[src/rtl/alu_pkg.sv]
// rtl/alu_pkg.sv - opcodes, FSM state encodings and default width for the execute stage
package alu_pkg;

  localparam int W_DEFAULT = 8;

  localparam logic [3:0] OP_NOP = 4'd0;
  localparam logic [3:0] OP_ADD = 4'd1;
  localparam logic [3:0] OP_SUB = 4'd2;
  localparam logic [3:0] OP_AND = 4'd3;
  localparam logic [3:0] OP_OR  = 4'd4;
  localparam logic [3:0] OP_XOR = 4'd5;
  localparam logic [3:0] OP_SHL = 4'd6;
  localparam logic [3:0] OP_SHR = 4'd7;
  localparam logic [3:0] OP_MUL = 4'd8;
  localparam logic [3:0] OP_DIV = 4'd9;

  localparam logic [1:0] ST_IDLE     = 2'd0;
  localparam logic [1:0] ST_MUL_BUSY = 2'd1;
  localparam logic [1:0] ST_DIV_BUSY = 2'd2;

endpackage

[src/rtl/iter_muldiv_core.sv]
// rtl/iter_muldiv_core.sv - iterative shift-add multiplier / restoring divider, one bit per cycle
module iter_muldiv_core
  import alu_pkg::*;
#(
  parameter int W    = W_DEFAULT,
  parameter int ITER = W
) (
  input  logic           clk,
  input  logic           rstn,
  input  logic           start_i,
  input  logic           op_div_i,
  input  logic [W-1:0]   a_i,
  input  logic [W-1:0]   b_i,
  input  logic           step_i,
  output logic           last_o,
  output logic [2*W-1:0] result_o,
  output logic           divisor_zero_o
);

  localparam int CW = (ITER > 1) ? $clog2(ITER) : 1;
  localparam logic [CW-1:0] LAST = CW'(ITER - 1);

  // acc_q holds {upper, lower}: MUL = {partial product, remaining multiplier bits},
  // DIV = {partial remainder, dividend bits shifting into quotient}.
  logic [2*W-1:0] acc_q, acc_d;
  // opnd_q is the multiplicand for MUL and the divisor for DIV.
  logic [W-1:0]   opnd_q;
  logic           div_q;
  logic [CW-1:0]  cnt_q;

  logic [W:0]     mul_sum;
  logic [W:0]     div_shift;
  logic [W:0]     div_diff;
  logic [2*W-1:0] mul_next;
  logic [2*W-1:0] div_next;

  // One iteration of either algorithm, selected by the latched operation
  always_comb begin
    mul_sum   = {1'b0, acc_q[2*W-1:W]} + (acc_q[0] ? {1'b0, opnd_q} : {(W+1){1'b0}});
    mul_next  = {mul_sum, acc_q[W-1:1]};
    div_shift = acc_q[2*W-1:W-1];
    div_diff  = div_shift - {1'b0, opnd_q};
    if (div_diff[W]) begin
      div_next = {div_shift[W-1:0], acc_q[W-2:0], 1'b0};
    end else begin
      div_next = {div_diff[W-1:0], acc_q[W-2:0], 1'b1};
    end
    acc_d = div_q ? div_next : mul_next;
  end

  // Operand latch on start, then one iteration per busy cycle
  always_ff @(posedge clk or negedge rstn) begin
    if (!rstn) begin
      acc_q  <= '0;
      opnd_q <= '0;
      div_q  <= 1'b0;
      cnt_q  <= '0;
    end else if (start_i) begin
      acc_q  <= op_div_i ? {{W{1'b0}}, a_i} : {{W{1'b0}}, b_i};
      opnd_q <= op_div_i ? b_i : a_i;
      div_q  <= op_div_i;
      cnt_q  <= '0;
    end else if (step_i) begin
      acc_q  <= acc_d;
      cnt_q  <= last_o ? '0 : cnt_q + CW'(1);
    end
  end

  // The final iteration's value is handed out combinationally so the stage
  // can register it on the same edge that the iteration completes.
  assign last_o         = (cnt_q == LAST);
  assign result_o       = acc_d;
  assign divisor_zero_o = (opnd_q == '0);

endmodule

[src/rtl/ex_muldiv_stage.sv]
// rtl/ex_muldiv_stage.sv - execute stage: single-cycle ALU plus iterative MUL/DIV with pipeline stall
module ex_muldiv_stage
  import alu_pkg::*;
#(
  parameter int W    = W_DEFAULT,
  parameter int ITER = W
) (
  input  logic           clk,
  input  logic           rstn,
  input  logic [3:0]     opcode_in,
  input  logic [W-1:0]   A_in,
  input  logic [W-1:0]   B_in,
  output logic           stall,
  output logic [2*W-1:0] result_out,
  output logic           valid_out,
  output logic           carry_out,
  output logic           zero_out,
  output logic           div0_out
);

  logic [1:0]     state_q, state_d;
  logic [2*W-1:0] result_q, result_d;
  logic           valid_q, valid_d;
  logic           carry_q, carry_d;
  logic           zero_q, zero_d;
  logic           div0_q, div0_d;

  logic           is_mul, is_div, core_start, core_last, core_b_zero;
  logic [2*W-1:0] core_res;
  logic [W:0]     add_sum, sub_diff;
  logic [W-1:0]   alu_res;
  logic           alu_carry, alu_valid;

  assign is_mul     = (opcode_in == OP_MUL);
  assign is_div     = (opcode_in == OP_DIV);
  assign core_start = (state_q == ST_IDLE) && (is_mul || is_div);

  iter_muldiv_core #(.W(W), .ITER(ITER)) u_core (
    .clk            (clk),
    .rstn           (rstn),
    .start_i        (core_start),
    .op_div_i       (is_div),
    .a_i            (A_in),
    .b_i            (B_in),
    .step_i         (state_q != ST_IDLE),
    .last_o         (core_last),
    .result_o       (core_res),
    .divisor_zero_o (core_b_zero)
  );

  // Single-cycle ALU; SUB carry is the borrow out of the W+1 bit difference
  always_comb begin
    add_sum   = {1'b0, A_in} + {1'b0, B_in};
    sub_diff  = {1'b0, A_in} - {1'b0, B_in};
    alu_res   = '0;
    alu_carry = 1'b0;
    alu_valid = 1'b1;
    case (opcode_in)
      OP_ADD: begin alu_res = add_sum[W-1:0];  alu_carry = add_sum[W];  end
      OP_SUB: begin alu_res = sub_diff[W-1:0]; alu_carry = sub_diff[W]; end
      OP_AND: alu_res = A_in & B_in;
      OP_OR:  alu_res = A_in | B_in;
      OP_XOR: alu_res = A_in ^ B_in;
      OP_SHL: alu_res = {A_in[W-2:0], 1'b0};
      OP_SHR: alu_res = {1'b0, A_in[W-1:1]};
      default: alu_valid = 1'b0;
    endcase
  end

  // FSM decode, stall and next output-register values; NOP leaves results untouched
  always_comb begin
    state_d  = state_q;
    result_d = result_q;
    carry_d  = carry_q;
    zero_d   = zero_q;
    div0_d   = div0_q;
    valid_d  = 1'b0;
    stall    = 1'b0;
    case (state_q)
      ST_IDLE: begin
        if (is_mul) begin
          stall   = 1'b1;
          state_d = ST_MUL_BUSY;
        end else if (is_div) begin
          stall   = 1'b1;
          state_d = ST_DIV_BUSY;
        end else if (alu_valid) begin
          result_d = {{W{1'b0}}, alu_res};
          carry_d  = alu_carry;
          zero_d   = (alu_res == '0);
          div0_d   = 1'b0;
          valid_d  = 1'b1;
        end
      end
      ST_MUL_BUSY, ST_DIV_BUSY: begin
        // Dropping stall on the last iteration lets upstream advance on the
        // same edge the result is captured, so back-to-back ops lose no cycle.
        stall = !core_last;
        if (core_last) begin
          state_d  = ST_IDLE;
          result_d = core_res;
          carry_d  = 1'b0;
          zero_d   = (core_res == '0);
          div0_d   = (state_q == ST_DIV_BUSY) && core_b_zero;
          valid_d  = 1'b1;
        end
      end
      default: state_d = ST_IDLE;
    endcase
  end

  // State and registered result/flags
  always_ff @(posedge clk or negedge rstn) begin
    if (!rstn) begin
      state_q  <= ST_IDLE;
      result_q <= '0;
      valid_q  <= 1'b0;
      carry_q  <= 1'b0;
      zero_q   <= 1'b0;
      div0_q   <= 1'b0;
    end else begin
      state_q  <= state_d;
      result_q <= result_d;
      valid_q  <= valid_d;
      carry_q  <= carry_d;
      zero_q   <= zero_d;
      div0_q   <= div0_d;
    end
  end

  assign result_out = result_q;
  assign valid_out  = valid_q;
  assign carry_out  = carry_q;
  assign zero_out   = zero_q;
  assign div0_out   = div0_q;

endmodule

[config.mk]
export PLATFORM = sky130hd
export DESIGN_NAME = ex_muldiv_stage
export DESIGN_NICKNAME = d
export VERILOG_FILES = /design/src/rtl/alu_pkg.sv /design/src/rtl/iter_muldiv_core.sv /design/src/rtl/ex_muldiv_stage.sv
export SDC_FILE = /design/constraint.sdc
export NUM_CORES = 1
export LEC_CHECK = 0
export CORE_MARGIN = 2
export CORE_UTILIZATION = 40
export DETAILED_ROUTE_END_ITERATION = 10
export GPL_TIMING_DRIVEN = 0
export MAX_ROUTING_LAYER = met4
export RECOVER_POWER = 25
export SYNTH_ARGS = -nofsm -noshare
export SYNTH_HDL_FRONTEND = slang
export SYNTH_SLANG_ARGS = --single-unit
[constraint.sdc]
create_clock -name clk -period 3.91 [get_ports clk]
set_clock_uncertainty 0.2 [all_clocks]
set_input_delay 0.9775 -clock clk [delete_from_list [all_inputs] [get_ports clk]]
set_output_delay 0.9775 -clock clk [all_outputs]
set_load 0.01 [all_outputs]
## Yosys cells after proc, flatten, opt, wreduce, memory -nomap -nowiden

Index checks and enable logic that the tools add are counted.

| storage, ports and cells | value |
|---|---|
| flip-flop bits (word level) | 50 |
| input bits | 22 |
| logic and storage cells | 95 |

| cells by class | value |
|---|---|
| $add $sub $neg | 5 |
| equal/unequal tests | 17 |
| multiplexer cells | 45 |
| bitwise logic cells | 3 |
| reductions and logical operators | 15 |

Operator list:

| kind | count |
|---|---|
| 2-to-1 mux 16 bit | 8 |
| one-hot mux 8 bit (7 select lines) | 1 |
| one-hot mux 16 bit (2 select lines) | 1 |
| 2-to-1 mux 8 bit | 3 |
| 2-to-1 mux 1 bit | 19 |
| equality test 4 x 3 -> 1 bit, second input constant | 4 |
| logical NOT 16 bit | 1 |
| logical NOT 8 bit | 2 |
| one-hot mux 1 bit (2 select lines) | 6 |
| adder 8 x 8 -> 9 bit | 1 |
| adder 8 x 9 -> 9 bit | 1 |
| 2-to-1 mux 3 bit | 3 |
| subtractor 8 x 8 -> 9 bit | 1 |
| subtractor 9 x 8 -> 9 bit | 1 |
| AND 8 bit | 1 |
| equality test 4 x 2 -> 1 bit, second input constant | 2 |
| equality test 4 bit, second input constant | 2 |
| != test 2 bit, second input constant | 4 |
| OR 8 bit | 1 |
| XOR 8 bit | 1 |
| OR reduction 7 bit | 1 |
| 2-to-1 mux 2 bit | 3 |
| nonzero test 2 bit | 3 |
| AND reduction 5 bit | 1 |
| 13 further kinds | 14 |

## Depth between registers and ports, before layout

| depth | value |
|---|---|
| depth after elaboration | 7 |
| gate-level depth with buffers | 13 |

## Modules after synthesis

Synthesis repeated with hierarchy kept, for this count alone.

| second synthesis, totals | value |
|---|---|
| cell total of the unflattened synthesis | 587 |
| area, all modules | 4954.8 um^2 |

Modules (own cells, without submodules):

| module | instances | cells an instance | area an instance (um^2) | sequential area each (um^2) |
|---|---|---|---|---|
| ex_muldiv_stage | 1 | 302 | 2516.2 | 550.5 |
| iter_muldiv_core | 1 | 285 | 2438.6 | 700.7 |

## Worst setup path after synthesis

No wires, ideal clock.

| path | value |
|---|---|
| path type | input port to output port |
| start | in opcode_in[2] |
| end | out stall |
| arrival | 1986 ps |
| required time | 2733 ps |
| setup slack | 747 ps |
| cell stages on the path | 5 |
| cells stage by stage | buf_2 nand2b_1 nor3_2 nor2b_1 nor2_1 |

| between the ends | value |
|---|---|
| word-level cells in the longest chain between the ends | 4 |

Ends and longest elaborated chain:

| element | RTL line | text |
|---|---|---|
| start: declaration | ex_muldiv_stage.sv:10 | `input logic [3:0] opcode_in,` |
| equality test 4 bit | ex_muldiv_stage.sv:35 | `assign is_div = (opcode_in == OP_DIV);` |
| 2-to-1 mux 1 bit | ex_muldiv_stage.sv:84 | `end else if (is_div) begin` |
| 2-to-1 mux 1 bit (*) | ex_muldiv_stage.sv:81 | `if (is_mul) begin` |
| one-hot mux 1 bit (2 select lines) (*) | ex_muldiv_stage.sv:79 | `case (state_q)` |
| end: declaration | ex_muldiv_stage.sv:13 | `output logic stall,` |

Mark *: on every way between the ends. The rest lies on a longest branch, timed or not.

## Final worst setup path

| path | value |
|---|---|
| start | in B_in[2] |
| end | reg zero_q (netlist: zero_out) |

| between the ends | value |
|---|---|
| word-level cells in the longest chain between the ends | 7 |

Ends and longest elaborated chain:

| element | RTL line | text |
|---|---|---|
| start: declaration | ex_muldiv_stage.sv:12 | `input logic [W-1:0] B_in,` |
| subtractor 8 x 8 -> 9 bit (tied with other cells) | ex_muldiv_stage.sv:54 | `sub_diff = {1'b0, A_in} - {1'b0, B_in};` |
| one-hot mux 8 bit (7 select lines) (*) | ex_muldiv_stage.sv:58 | `case (opcode_in)` |
| logical NOT 8 bit (*) | ex_muldiv_stage.sv:90 | `zero_d = (alu_res == '0);` |
| 2-to-1 mux 1 bit (*) | ex_muldiv_stage.sv:87 | `end else if (alu_valid) begin` |
| 2-to-1 mux 1 bit (*) | ex_muldiv_stage.sv:84 |  |
| 2-to-1 mux 1 bit (*) | ex_muldiv_stage.sv:81 |  |
| one-hot mux 1 bit (2 select lines) (*) | ex_muldiv_stage.sv:79 |  |
| end signal: assignment | ex_muldiv_stage.sv:126 | `zero_q <= zero_d;` |
| end: declaration | ex_muldiv_stage.sv:25 | `logic zero_q, zero_d;` |

Mark *: on every way between the ends. The rest lies on a longest branch, timed or not. The select of a mux whose other input is x is not followed.
A chain may end at the register's enable or synchronous reset.

==> results.py <==
metrics = {
    "cells_and_area": {
        "diode_insertion_count_for_antenna_repair": 0,
        "area_growth_pct": 16.7,
        "final_cell_mix": "sky130_fd_sc_hd__nand2_1, sky130_fd_sc_hd__dfrtp_1, sky130_fd_sc_hd__ha_1, sky130_fd_sc_hd__inv_1, sky130_fd_sc_hd__nor2_1",
        "layout_commonest_cell": "sky130_fd_sc_hd__nand2_1",
        "fin_nets": 683,
        "share_of_cells_above_drive_strength_1_pct": 5.56,
        "fin_util_pct": 47.5,
        "num-fill-cells": 1146,
    },
    "timing": {
        "maxSlewViolCount": 41,
        "final-setup-viol-count": 0,
        "grt_setup_unrepaired": "no",
        "period_needed_ps": 3760,
        "fin_crit_sh_pct": 96.3,
        "fin_worst_setup_slack_ps": 146,
        "final-hold-violation-count": 0,
        "worst_slew_pin_slew_ps": 1880,
        "clock.fmax_ghz": 0.266,
        "slew_headroom_pct": -25.4,
    },
    "worst_setup_path": {
        "ff2ff_setup_slack_ps": 210,
        "slowest_stage_delay_on_critical_path_ps": 580,
        "arrival_ps": 3780,
        "timing.critical_path.to_type": "flop",
        "category_of_cells_accounting_for_the_largest_share_of_critical_path_delay": "compound AO/OA/AOI/OAI gates",
        "cp_max_fo": 6,
        "cp_cell_sequence": "clkdlybuf4s50_1 > inv_1 > ha_1 > inv_2 > a211o_1 > a2111oi_2 > nor2_1 > a221o_1 > a21o_1 > o31a_1 > o21ai_1",
        "timing.critical_path.buf_inv": 3,
        "regToRegStartpoint": "u_core.acc_q[7]$_DFFE_PN0P_",
        "critical_path_s_slowest_cell": "sky130_fd_sc_hd__clkdlybuf4s50_1",
        "r2r-end": "zero_out$_DFFE_PN0P_",
        "cp_data_required_time_ps": 3930,
        "startpoint_type": "input pin",
        "timing.critical_path.depth": 11,
        "reg2reg_depth": 13,
        "timing.setup.critical_path_class": "in -> reg",
    },
    "power_and_ir_drop": {
        "switching_share_pct": 47.1,
        "power.total_uw": 3590,
        "p_comb_share_pct": 61.2,
        "power_frac_clock_pct": 12.8,
        "intPower_uw": 1900,
        "total_switching_power_uw": 1690,
        "power_per_cell_area_nw_per_um2": 667,
        "vdd.ir_drop.worst_mv": 0.309,
        "seq_power_share_pct": 26.0,
        "cellLeakagePower_uw": 0.00246,
    },
    "grt": {
        "wire_length_of_the_first_global_routing_pass_um": 22300,
        "globalRouteOverflowTotal": 0,
        "overall_routing_resource_usage_pct": 22.8,
        "grt_max_degree": 41,
        "number_of_global_route_vias_before_repair": 4383,
        "initial_antenna_violation_count": 0,
    },
    "clocking": {
        "htree_levels": 2,
        "clk_transition_reported_paths_ps": 80,
        "cts_buffer_depth": 2,
        "clk_tree_root_cell": "sky130_fd_sc_hd__clkbuf_16",
        "clock_latency_ps": 300,
        "tritoncts_num_sinks": 50,
        "postCtsHoldBufs": 0,
        "cts_inserted_buffers": 5,
        "tritoncts": "done",
    },
    "route": {
        "drt_pre_antenna_iters": 4,
        "drt-vias-per-instance": 5.81,
        "drt_iter0_drc": 245,
        "drc_errors": 0,
        "drt-wirelength-per-cell_um": 17.9,
        "vias": 4390,
        "route.antenna.remaining_nets": 0,
        "routed_wirelength_um": 13500,
    },
    "yosys": {
        "yosys.area_share.simple_pct": 19.2,
        "synth_largest_type_area_fraction_pct": 27.2,
        "ys_dominant_reg_cell": "sky130_fd_sc_hd__dfrtp_1",
        "yosys.area_share.adder_pct": 14.2,
        "synth_xor_area_share_pct": 2.85,
        "synthesis.area_per_instance_sq_um": 8.19,
        "synth_top_cells_by_area": "sky130_fd_sc_hd__dfrtp_1, sky130_fd_sc_hd__ha_1, sky130_fd_sc_hd__nand2_1",
        "postSynth.asyncResetShare_pct": 100,
        "synth_top_family_by_area": "compound AO/OA/AOI/OAI gates",
        "compound_gate_fraction_of_synth_area_pct": 25.4,
        "synth_warnings": 0,
        "post_synth_inst_count": 562,
        "post-synth-top-area-cell": "sky130_fd_sc_hd__dfrtp_1",
        "ys_ff_latch": 50,
        "syn_nets": 634,
        "synth_seq_area_share_pct": 27.2,
        "synth.mux.area_fraction_pct": 4.73,
        "synth_edf_count": 0,
        "post_syn_area_sq_um": 4600,
        "synth.distinct_cells": 70,
    },
    "outcome": {
        "violations_in_the_final_reports": "max-capacitance violations, max-slew violations",
        "status": "complete, but fails checks",
    },
    "min_path": {
        "worst_hold_path_type": "reg -> reg",
        "worst_hold_path_stage_count": 2,
        "holdCritStartpoint": "div0_out$_DFFE_PN0P_",
        "hold_end": "div0_out$_DFFE_PN0P_",
    },
    "floorplanning": {
        "chipHeight_um": 111,
        "number_of_i_o_pins": 43,
        "core.rowCount": 39,
        "floorplan.core_area_sq_um": 11300,
        "start_util_pct": 40.7,
        "die_width_um": 111,
        "dieArea_sq_um": 12400,
    },
    "placement": {
        "gp_congestion": 0.928,
        "dpl.hpwl_um": 10800,
        "preCtsSetupSlack_ps": -368,
        "numPortBuffers": 40,
    },
    "flow_run": {
        "max_cap_viol": 1,
    },
}
[tightest hold or removal path: stages, from the launching register on]
cell,delay [ps]
sky130_fd_sc_hd__dfrtp_1,350
sky130_fd_sc_hd__nand2_1,50
sky130_fd_sc_hd__o21ai_0,60
[metrics by stage]
step	std cells	hold slack [ps]	area, sq um	TNS, ps
final	755	287	5370	0
after global routing	755	310	5370	0
after CTS	755	291	5370	0
after detailed placement	746	273	5200	-1040
after global placement	745	267	5180	-1010
after floorplan	562	262	4600	0
[flip-flops by register name, summed over array words and instances (netlist names)]
register and cells:
result_out 16, div0_out 1, u_core.div_q 1, carry_out 1
u_core.acc_q 16, zero_out 1, u_core.opnd_q 8, valid_out 1
u_core.cnt_q 3, state_q 2
[worst max path at each step]
stage	endpoint	slack [ps]	from
after detailed placement	zero_out$_DFFE_PN0P_	-370	A_in[1]
final	zero_out$_DFFE_PN0P_	150	B_in[2]
after floorplan	stall	750	opcode_in[2]
after global placement	zero_out$_DFFE_PN0P_	-360	A_in[1]
after CTS	stall	30	opcode_in[3]
after global routing	zero_out$_DFFE_PN0P_	20	A_in[4]
[power groups by stage]
stage / Sequential (uW) / Combinational [uW] / Clock [uW]
after floorplan: 907 / 1490 / 0
after global placement: 934 / 2140 / 0
after detailed placement: 941 / 2170 / 0
after CTS: 931 / 2190 / 468
after global routing: 964 / 2430 / 488
final: 932 / 2200 / 459
[timing repair]
action,in CTS,in global routing
pin swaps,1,0
buffers inserted,1,0
resized for setup,4,5
setup endpoints to repair,2,3
[metal layers]
metal  up-vias  share of wire, %  GRT usage (%)
li1       2125                 -              -
met1      2139                45           28.3
met2       100                49           38.9
met3        26               2.3           2.57
met4         0               3.2           7.90
met5         -                 0              -
[synthesized netlist by cell type (10+ instances only)]
| library cell | count |
|---|---|
| sky130_fd_sc_hd__a21oi_1 | 34 |
| sky130_fd_sc_hd__clkbuf_1 | 17 |
| sky130_fd_sc_hd__dfrtp_1 | 50 |
| sky130_fd_sc_hd__ha_1 | 46 |
| sky130_fd_sc_hd__inv_1 | 41 |
| sky130_fd_sc_hd__mux2i_1 | 15 |
| sky130_fd_sc_hd__nand2_1 | 68 |
| sky130_fd_sc_hd__nor2_1 | 37 |
| sky130_fd_sc_hd__nor3_1 | 10 |
| sky130_fd_sc_hd__o21ai_0 | 21 |
| sky130_fd_sc_hd__o21ai_1 | 27 |
| sky130_fd_sc_hd__o22ai_1 | 10 |
[cell families (layout without fill, tap and decap cells)]
kind of cell             count (synthesis)  in the layout
buffers and inverters                   73            123
adder cells (fa/ha/maj)                 50             50
XOR/XNOR                                12             12
flip-flops                              50             50
AO/OA/AOI/OAI                          176            176
AND/OR/NAND/NOR                        181            181
multiplexers                            20             20
[final cells by class]
cell class	count	area (sq um)	share of cell area (%)
buffer	28	125	2.33
clock buffer	5	125	2.33
clock inverter	3	28.8	0.536
inverter	45	169	3.14
multi-input combinational	439	3080	57.3
sequential	50	1250	23.3
tap	143	179	3.33
timing repair buffer	42	417	7.75
Note: power is estimated with default switching activity, not from simulation.
